`src/rtl/multi_channel_buffer.sv`:
```
// Multi-channel input buffer: one small FIFO per producer channel, drained onto a
// single output port by a round-robin arbiter whose grant is held across stalls.
module multi_channel_buffer #(
  parameter int WIDTH    = 8,
  parameter int DEPTH    = 4,
  parameter int CHANNELS = 2
) (
  input  logic                                   clk,
  input  logic                                   rst,
  input  logic [CHANNELS-1:0]                    in_valid,
  input  logic [CHANNELS*WIDTH-1:0]              in_data,
  output logic [CHANNELS-1:0]                    in_ready,
  output logic                                   out_valid,
  output logic [WIDTH-1:0]                       out_data,
  output logic [$clog2(CHANNELS)-1:0]            out_chan,
  input  logic                                   out_ready,
  output logic [CHANNELS*($clog2(DEPTH)+1)-1:0]  level
);

  localparam int AW = $clog2(DEPTH);
  localparam int LW = AW + 1;
  localparam int CW = $clog2(CHANNELS);

  logic [WIDTH-1:0]    mem    [CHANNELS][DEPTH];
  logic [AW-1:0]       wr_ptr [CHANNELS];
  logic [AW-1:0]       rd_ptr [CHANNELS];
  logic [LW-1:0]       cnt    [CHANNELS];

  logic [CHANNELS-1:0] nonempty;
  logic [CHANNELS-1:0] wr_en;
  logic [CHANNELS-1:0] pop;

  logic [CW-1:0]       rr;
  logic [CW-1:0]       lock_chan;
  logic                locked;
  logic [CW-1:0]       rr_pick;
  logic [CW-1:0]       scan;
  logic                found;
  logic [CW-1:0]       grant;
  logic                xfer;

  // Status is derived from registered occupancy only, so a same-cycle pop
  // never opens in_ready on a full channel.
  always_comb begin
    nonempty = '0;
    in_ready = '0;
    level    = '0;
    for (int k = 0; k < CHANNELS; k++) begin
      nonempty[k]          = (cnt[k] != '0);
      in_ready[k]          = (cnt[k] != LW'(DEPTH));
      level[k*LW +: LW]    = cnt[k];
    end
  end

  assign out_valid = |nonempty;

  always_comb begin
    rr_pick = rr;
    scan    = rr;
    found   = 1'b0;
    for (int i = 0; i < CHANNELS; i++) begin
      scan = rr + CW'(i);
      if (!found && nonempty[scan]) begin
        rr_pick = scan;
        found   = 1'b1;
      end
    end
  end

  // A stalled grant stays on its channel; that channel cannot drain without a
  // transfer, so the held head word stays valid.
  assign grant    = locked ? lock_chan : rr_pick;
  assign xfer     = out_valid & out_ready;
  assign out_chan = grant;
  assign out_data = mem[grant][rd_ptr[grant]];

  always_comb begin
    wr_en = '0;
    pop   = '0;
    for (int k = 0; k < CHANNELS; k++) begin
      wr_en[k] = in_valid[k] & in_ready[k];
      pop[k]   = xfer & (grant == CW'(k));
    end
  end

  always_ff @(posedge clk) begin
    for (int k = 0; k < CHANNELS; k++) begin
      if (wr_en[k]) begin
        mem[k][wr_ptr[k]] <= in_data[k*WIDTH +: WIDTH];
      end
    end
  end

  always_ff @(posedge clk or negedge rst) begin
    if (!rst) begin
      for (int k = 0; k < CHANNELS; k++) begin
        wr_ptr[k] <= '0;
        rd_ptr[k] <= '0;
        cnt[k]    <= '0;
      end
      rr        <= '0;
      locked    <= 1'b0;
      lock_chan <= '0;
    end else begin
      for (int k = 0; k < CHANNELS; k++) begin
        if (wr_en[k]) begin
          wr_ptr[k] <= wr_ptr[k] + AW'(1);
        end
        if (pop[k]) begin
          rd_ptr[k] <= rd_ptr[k] + AW'(1);
        end
        if (wr_en[k] && !pop[k]) begin
          cnt[k] <= cnt[k] + LW'(1);
        end else if (!wr_en[k] && pop[k]) begin
          cnt[k] <= cnt[k] - LW'(1);
        end
      end
      if (xfer) begin
        rr     <= grant + CW'(1);
        locked <= 1'b0;
      end else if (out_valid) begin
        locked    <= 1'b1;
        lock_chan <= grant;
      end
    end
  end

endmodule

```
`config.mk`:
```
export PLATFORM = sky130hd
export DESIGN_NAME = multi_channel_buffer
export DESIGN_NICKNAME = d
export VERILOG_FILES = /design/src/rtl/multi_channel_buffer.sv
export SDC_FILE = /design/constraint.sdc
export NUM_CORES = 1
export LEC_CHECK = 0
export CORE_UTILIZATION = 35
export DETAILED_ROUTE_END_ITERATION = 8
export HOLD_SLACK_MARGIN = 0.1
export SETUP_SLACK_MARGIN = 0.5
export SYNTH_ARGS = -nofsm -noshare
export SYNTH_HDL_FRONTEND = slang
export SYNTH_SLANG_ARGS = --single-unit
```
`constraint.sdc`:
```
create_clock -name clk -period 2.2 [get_ports clk]
set_input_delay 0.44 -clock clk [delete_from_list [all_inputs] [get_ports clk]]
set_output_delay 0.44 -clock clk [all_outputs]
set_load 0.05 [all_outputs]
```
# == Word level (Yosys, flattened, before mapping) ==
# Memories as Yosys holds them, arrays and structs flattened.
# Cells that the tools add are included.
# classes
n_addsub,10
magnitude_cmp,8
n_eq_ne,2
muxes,27
bitwise,11
n_reduce_logical,19
# ops
op,n
32-bit two-way mux,2
8-bit demux with 2-bit select,2
8-bit two-way mux,4
8-bit binary-select mux with 2-bit select,1
3-bit two-way mux,4
1-bit two-way mux,11
3-bit >= comparator (second input constant),3
2-bit inverter with 3-bit output,3
2-bit by 1-bit adder with 2-bit output (second input constant),4
1-bit logical AND,7
3-bit by 1-bit adder with 3-bit output (second input constant),2
3-bit by 1-bit less-than comparator with 1-bit output (second input constant),2
2-bit two-way mux,3
3-bit != test (second input constant),2
2-bit nonzero test,3
3-bit nonzero test,2
3-bit by 1-bit subtractor with 3-bit output (second input constant),2
1-bit bitwise AND,5
1-bit zero test,5
1-bit by 2-bit less-than comparator with 1-bit output (second input constant),2
1-bit adder (second input constant),2
2-bit >= comparator (second input constant),1
1-bit inverter,2
1-bit inverter with 2-bit output,1
2 further kinds,2
# word_totals
regBits,17
ram_bits,64
inputBits,21
out_inout_bits,18
elab_cells,87
mem_count,1
# memory_table
name,words,width,rd,rd_ports_with_merged_regs,write_ports,line,source
mem,2,32,1,0,2,24,logic [WIDTH-1:0] mem [CHANNELS][DEPTH];

# == Longest topological paths before layout ==
# Gate-level depths: netlist of the first run.
# depth
ltp_word,16
depth_mapped,10
depth_no_buf,10

# == Worst setup path before layout of the first run ==
# Ideal clock, no wire load.
# synth_path
kind,register -> register
from,register cnt (netlist bit level[0])
to,register cnt (netlist bit level[2])
setup_time_ps,151
arrival_ps,2634
required_time_ps,2049
path_slack_ps,-586
path_stages_with_launch,11
path_buffers,0
synth_period_minus_slack_ps,2786
cell_sequence,dfrtp_1 nor3_4 nand2_1 o2111a_1 inv_1 ha_1 inv_1 fa_1 xor2_1 nor2_1 xor2_1
# synth_between
word_cells_on_any_way,25
classes_between,add/sub: 2; eq/ne: 1; mux: 9; bitwise: 4; reduce/logical: 9
# synth_lines
item,line,source
start: declaration,27,logic [LW-1:0] cnt [CHANNELS];
start signal: indexed assignment,113,cnt[k] <= cnt[k] + LW'(1);
start signal: indexed assignment,115,cnt[k] <= cnt[k] - LW'(1);
3-bit nonzero test (*),49,nonempty[k] = (cnt[k] != '0);
2-bit OR reduction (*),55,assign out_valid = |nonempty;
named net out_valid,13,"output logic out_valid,"
1-bit bitwise AND (*),73,assign xfer = out_valid & out_ready;
1-bit bitwise AND (*),82,pop[k] = xfer & (grant == CW'(k));
1-bit zero test,112,if (wr_en[k] && !pop[k]) begin
1-bit logical AND,112,
3-bit two-way mux / 2-bit nonzero test (equally long branches),n/a,
# Mark *: on every way through the listed nets, which the timed path passes. The rest lies on a longest branch. The select of a mux whose other input is x is not followed.
# A chain may end at the register's enable or synchronous reset.

# == Worst setup path after layout of the first run ==
# layout_path
from,register cnt (netlist bit level[3])
to,output port out_data[0]
# layout_between
elab_chain_len,16
word_cells_on_any_way,19
classes_between,mux: 13; bitwise: 2; reduce/logical: 3; memory: 1
# layout_rtl
item,line,source
3-bit nonzero test (*),49,
1-bit two-way mux (implied by the code) (2 in series),63,if (!found && nonempty[scan]) begin
1-bit two-way mux,63,
1-bit zero test,63,
1-bit logical AND (*),63,
1-bit two-way mux (*),63,
1-bit two-way mux (*),72,assign grant = locked ? lock_chan : rr_pick;
1-bit inverter with 2-bit output (implied by the code),75,assign out_data = mem[grant][rd_ptr[grant]];
2-bit two-way mux (implied by the code) (3 in series),75,
2-bit inverter with 3-bit output (implied by the code),75,
8-bit binary-select mux with 2-bit select (*),75,
8-bit two-way mux (implied by the code) (*) (2 in series),75,
end: declaration,14,"output logic [WIDTH-1:0] out_data,"
# Every way passes the cells marked *; elsewhere a longest branch is shown, timed or not. The select of a mux whose other input is x is not followed.

==> results of run 1 <==
[registers in the layout, indices dropped and copies added, names as in the netlist]
register	flops
rd_ptr	4
wr_ptr	4
locked	1
mem	64
level	6
lock_chan	1
rr	1
[kinds of logic after synthesis]
group / synth area share, %
compound gates: 3.79
fa+ha+maj: 4.81
simple gates: 3.75
buf+inv: 1.49
xor+xnor: 3.06
mux: 14.8
flops: 68.3
[Yosys cell counts]
cell type | number | share of area [%]
o21a_1 | 1 | 0.22
buf_1 | 2 | 0.22
o21ai_2 | 1 | 0.26
ha_1 | 10 | 3.6
fa_1 | 2 | 1.2
xor2_1 | 5 | 1.3
o21ai_4 | 1 | 0.47
o2111ai_1 | 1 | 0.26
nor3_4 | 1 | 0.47
dfrtp_1 | 17 | 12
nor2_1 | 5 | 0.55
o41ai_4 | 1 | 0.80
edfxtp_1 | 64 | 56
mux4_2 | 16 | 10
nand2_1 | 4 | 0.44
o211ai_1 | 1 | 0.22
and3_1 | 8 | 1.5
inv_1 | 9 | 0.98
nor3_1 | 1 | 0.15
a21oi_1 | 2 | 0.29
and2_0 | 2 | 0.36
xnor2_1 | 7 | 1.8
a21oi_2 | 1 | 0.26
o2111a_1 | 1 | 0.33
clkbuf_2 | 1 | 0.15
or3_4 | 1 | 0.33
buf_2 | 1 | 0.15
mux2_2 | 13 | 4.3
a21o_1 | 2 | 0.44
a211o_1 | 1 | 0.26
[area by class of cell]
cell class                 instances  share of cell area (%)
clock inverter                     6                    2.46
multi-input combinational         89                    24.3
timing repair buffer              76                    16.1
clock buffer                       9                    2.64
inverter                           9                   0.721
sequential                        81                    50.3
tap                              129                    3.45
[critical path, delay by kind of cell (launching register included)]
| family | cells | cell delay [ps] |
|---|---|---|
| multiplexers | 1 | 340 |
| AO/OA/AOI/OAI | 2 | 340 |
| flip-flops | 1 | 400 |
| AND/OR/NAND/NOR | 1 | 390 |
| buffers and inverters | 2 | 280 |
[worst paths after layout]
| path | slack (ps) | end | from |
|---|---|---|---|
| worst max register to register | -150 | level[1] | level[3] |
| worst max-delay path | -340 | out_data[0] | level[3] |
| min in group clk | 530 | lock_chan | lock_chan |
| max in group asynchronous | 1570 | level[4] | rst |
| worst min register to register | 530 | lock_chan | lock_chan |
| worst min-delay path | 420 | locked | rst |
[power breakdown]
part,switching (mW),internal [mW],total [mW]
clock,0.528,0.755,1.28
sequential,0.259,2.09,2.35
combinational,1.96,1.74,3.70
[layer usage]
metal	track usage, %	share of wire, %
met5	0	0
met4	3.68	0.73
met3	4.85	4.9
met2	21.6	49
met1	18.3	46
[what timing repair did]
action	4_1_cts	5_1_grt
buffers inserted	6	5
pin swaps	10	8
hold endpoints to repair	0	0
hold buffers	0	0
gates cloned	1	0
setup endpoints to repair	24	26
resized for setup	63	14
==> impl_metrics.json, run 1 <==
{
  "status": "finished with violations",
  "violations": "negative setup slack",
  "row_count": 35,
  "vdd.ir_drop.worst_v": 0.000934,
  "drtAntennaViolNets": 0,
  "max_freq_mhz": 394,
  "die_w_um": 101,
  "fin_crit_ps": 2540,
  "crit_required_ps": 1760,
  "fillers": 810,
  "grt_max_degree": 18,
  "portBuffers": 38,
  "drc": 0,
  "crit_arrival_ps": 2100,
  "worstMarginPinSlew_ps": 473,
  "power_density_nw_per_um2": 1570,
  "rsz0062_at_grt": "true",
  "maxSlewHeadroom_pct": 68.5,
  "fin_worst_skew_ps": 9.58,
  "mappedNetlistArea_sq_um": 3430,
  "critical_path.max_fanout": 5,
  "fin_setup_tns_ps": -3220,
  "placed_cell_area_sq_um": 4210,
  "multiInputGateArea_sq_um": 1140,
  "antennaDiodeCount": 0,
  "grt_remaining_overflow": 0,
  "initial_core_util_pct": 36.6,
  "min_path_type": "input port to async pin",
  "drive_above_1_share_pct": 48.1,
  "slowest_stage": "dfrtp_2",
  "avgSynthCellArea_sq_um": 18.9,
  "setup_ws_ps": -341,
  "drv_cap": 0,
  "final_common_cell": "edfxtp_1",
  "cts.sinks": 81,
  "reg2reg_depth": 9,
  "syn-instance-count": 182,
  "grt_use_total_pct": 13.8,
  "dpl.hpwl_mm": 4.35,
  "yosysSeqAreaShare_pct": 68.3,
  "io_pins": 39,
  "power_leakage_nw": 1.76,
  "layout.nets": 299,
  "core_sq_um": 9370,
  "grt_pass1_vias": 1985,
  "layout.cells.non_filler": 399,
  "drtPass1Iterations": 4,
  "clock_latency_ps": 350,
  "slowest_delay_ps": 400,
  "syn_to_final_growth_pct": 36.4,
  "dr_total_vias": 1906,
  "avgRoutedWirePerCell_um": 16.4,
  "clockBufferDepth": 2,
  "regArea_sq_um": 2350,
  "dieHeight_um": 101,
  "final_cell_mix": "edfxtp_1 (64), buf_4 (24), clkdlybuf4s50_1 (20)",
  "gp_congestion": 0.791,
  "grt_antenna_before_repair": 0,
  "numCtsBuffers": 9,
  "p_total_mw": 7.33,
  "final_area_sq_um": 4680,
  "synth_cell_types": 30,
  "root_buffer": "clkbuf_8",
  "worstPathCellList": "or3_4 > buf_6 > a21oi_4 > o21ai_4 > mux2_4 > buf_8",
  "syn-num-nets": 215,
  "avgViaCountPerCell": 4.78,
  "end_kind": "output port",
  "finalSetupViolCount": 13,
  "die-area_sq_um": 10200,
  "finalMaxSlewViolations": 0,
  "yosysWarnings": 0,
  "drt_iter0_drc": 52,
  "finalHoldViolCount": 0,
  "synth_seq_cells": 81,
  "cp-start-kind": "flop",
  "final_util_pct": 50.0,
  "routed_wl_mm": 6.56,
  "post-place-cells": 372,
  "dp_slack_ps": -153,
  "path_clk_slew_ps": 80,
  "hold_ws_ps": 422,
  "cts.htree.levels": 3,
  "cts_tree": "done",
  "timing.final.crit_share_pct": 116,
  "crit_type": "flop to output port",
  "grt_pass1_wl_mm": 10.1
}
Note: power is estimated with default switching activity, not from simulation.
==> run 2, diff against run 1 <==
Settings changed: CORE_MARGIN set to 10, CORE_UTILIZATION 35 to 25.
==> impl_metrics.json, run 2 (same netlist as run 1, synthesis figures left out) <==
{
  "dr_total_vias": 1910,
  "rsz0062_at_grt": "true",
  "grt_max_degree": 18,
  "status": "finished with violations",
  "routed_wl_mm": 7.27,
  "crit_family": "buffers and inverters",
  "maxSlewHeadroom_pct": 70.1,
  "p_switching_mw": 2.90,
  "drtAntennaViolNets": 0,
  "critical_path.max_fanout": 5,
  "cts.htree.levels": 3,
  "power_density_nw_per_um2": 1570,
  "core_sq_um": 13300,
  "comb_power_share_pct": 51.4,
  "fillers": 1279,
  "max_freq_mhz": 393,
  "worstMarginPinSlew_ps": 448,
  "drtPass1Iterations": 4,
  "final_common_cell": "edfxtp_1",
  "intPower_mw": 4.75,
  "grt_use_total_pct": 8.08,
  "grt_antenna_before_repair": 1,
  "grt_remaining_overflow": 0,
  "dieHeight_um": 137,
  "path_clk_slew_ps": 60,
  "min_path_type": "input port to async pin",
  "numCtsBuffers": 9,
  "layout.nets": 303,
  "fin_crit_ps": 2540,
  "dpl.hpwl_mm": 4.99,
  "root_buffer": "clkbuf_16",
  "violations": "negative setup slack",
  "crit_top_cell": "buf_6",
  "row_count": 42,
  "die-area_sq_um": 18800,
  "p_seq_share_pct": 30.7,
  "die_w_um": 137,
  "drt_iter0_drc": 93,
  "syn_to_final_growth_pct": 41.7,
  "grt_pass1_vias": 2016,
  "finalHoldViolCount": 0,
  "gp_congestion": 0.813,
  "crit_type": "flop to output port",
  "crit_required_ps": 1760,
  "power_leakage_nw": 1.82,
  "finalMaxSlewViolations": 0,
  "drc": 0,
  "cp-start-kind": "flop",
  "timing.final.crit_share_pct": 116,
  "clock_latency_ps": 330,
  "post-place-cells": 419,
  "postCtsHoldBufs": 0,
  "avgViaCountPerCell": 4.24,
  "end_kind": "output port",
  "crit_arrival_ps": 2100,
  "setup_ws_ps": -345,
  "final_area_sq_um": 4870,
  "finalSetupViolCount": 14,
  "grt_pass1_wl_mm": 11.3,
  "drv_cap": 0,
  "placed_cell_area_sq_um": 4270,
  "cts_tree": "done",
  "antennaDiodeCount": 0,
  "layout.cells.non_filler": 451,
  "hold_ws_ps": 431,
  "avgRoutedWirePerCell_um": 16.1,
  "drive_above_1_share_pct": 49.8,
  "final_cell_mix": "edfxtp_1 (64), buf_4 (26), buf_6 (21)",
  "vdd.ir_drop.worst_v": 0.000995,
  "io_pins": 39,
  "slowest_stage": "dfrtp_2",
  "pwr-share-clk_pct": 17.8,
  "crit_buf_inv": 3,
  "worstPathCellList": "or3_4 > buf_6 > a21oi_4 > buf_12 > o21ai_4 > mux2_2 > buf_6",
  "swShare_pct": 37.9,
  "initial_core_util_pct": 25.7,
  "portBuffers": 38,
  "fin_worst_skew_ps": 6.11,
  "slowest_delay_ps": 400,
  "largest_reg_flops": 64,
  "clockBufferDepth": 2,
  "cts.sinks": 81
}
## run 2: cell count changes in the layout (fill, tap and decap cells not counted), moves of 3 or more
cell	before	now
bufinv_16	3	0
clkbuf_16	0	9
clkbuf_8	9	0
xnor2_1	7	4
xnor2_2	0	3
## run 2: power by group through the flow
stage          Sequential, mW  Clock (mW)  Combinational (mW)
2_1_floorplan            2.52           0                1.98
3_3_place_gp             2.35           0                3.28
3_5_place_dp             2.37           0                3.33
4_1_cts                  2.35        1.40                3.79
5_1_grt                  2.40        1.48                4.20
6_report                 2.35        1.37                3.94
## run 2: worst reg2reg max path, delay by kind of cell (launching register included)
family | cells | cell delay [ps]
adder cells (fa/ha/maj) | 2 | 450
XOR/XNOR | 2 | 300
AO/OA/AOI/OAI | 2 | 310
AND/OR/NAND/NOR | 2 | 420
buffers and inverters | 5 | 470
flip-flops | 1 | 420
## run 2: area by class of cell
cell class,instances,area [sq um],area share [%]
flip-flops and latches,81,2350,48.4
inverters,9,33.8,0.694
well taps,176,220,4.52
repair buffers,80,803,16.5
clock buffers,9,225,4.63
clock inverters,7,52.6,1.08
multi-input cells,89,1180,24.2
## run 2: path summary, 6_finish.rpt
path | start | end | slack (ps) | depth (start not counted)
worst min-delay path | rst | rr | 430 | 2
min in group clk | lock_chan | lock_chan | 540 | 1
worst min register to register | lock_chan | lock_chan | 540 | 1
max in group asynchronous | rst | level[0] | 1550 | 2
worst max register to register | level[1] | level[2] | -260 | 13
worst max-delay path | level[3] | out_data[1] | -340 | 7
## run 2: per-stage QoR
step                      power (mW)  TNS [ps]  utilization [%]  setup WS [ps]
after floorplan                 4.50     -2940                -           -268
after global placement          5.64      -358             32.0          -87.2
after detailed placement        5.71      -579             32.0           -150
after CTS                       7.54     -3500             35.7           -355
after global routing            8.07     -4800             36.5           -400
final                           7.65     -3830             36.5           -345
## run 2: metal layers
metal	vias up	wire, um	global-route usage (%)
met2	38	3610	12.7
met4	2	84	2.28
met1	969	3120	9.76
met3	12	444	3.75
li1	889	-	-
met5	-	14	0
## run 2: repair_timing
action / in CTS / in global routing
endpoints found under the setup margin: 24 / 27
setup buffers: 8 / 7
cloned: 1 / 0
pin swaps: 10 / 4
resized for setup: 62 / 19
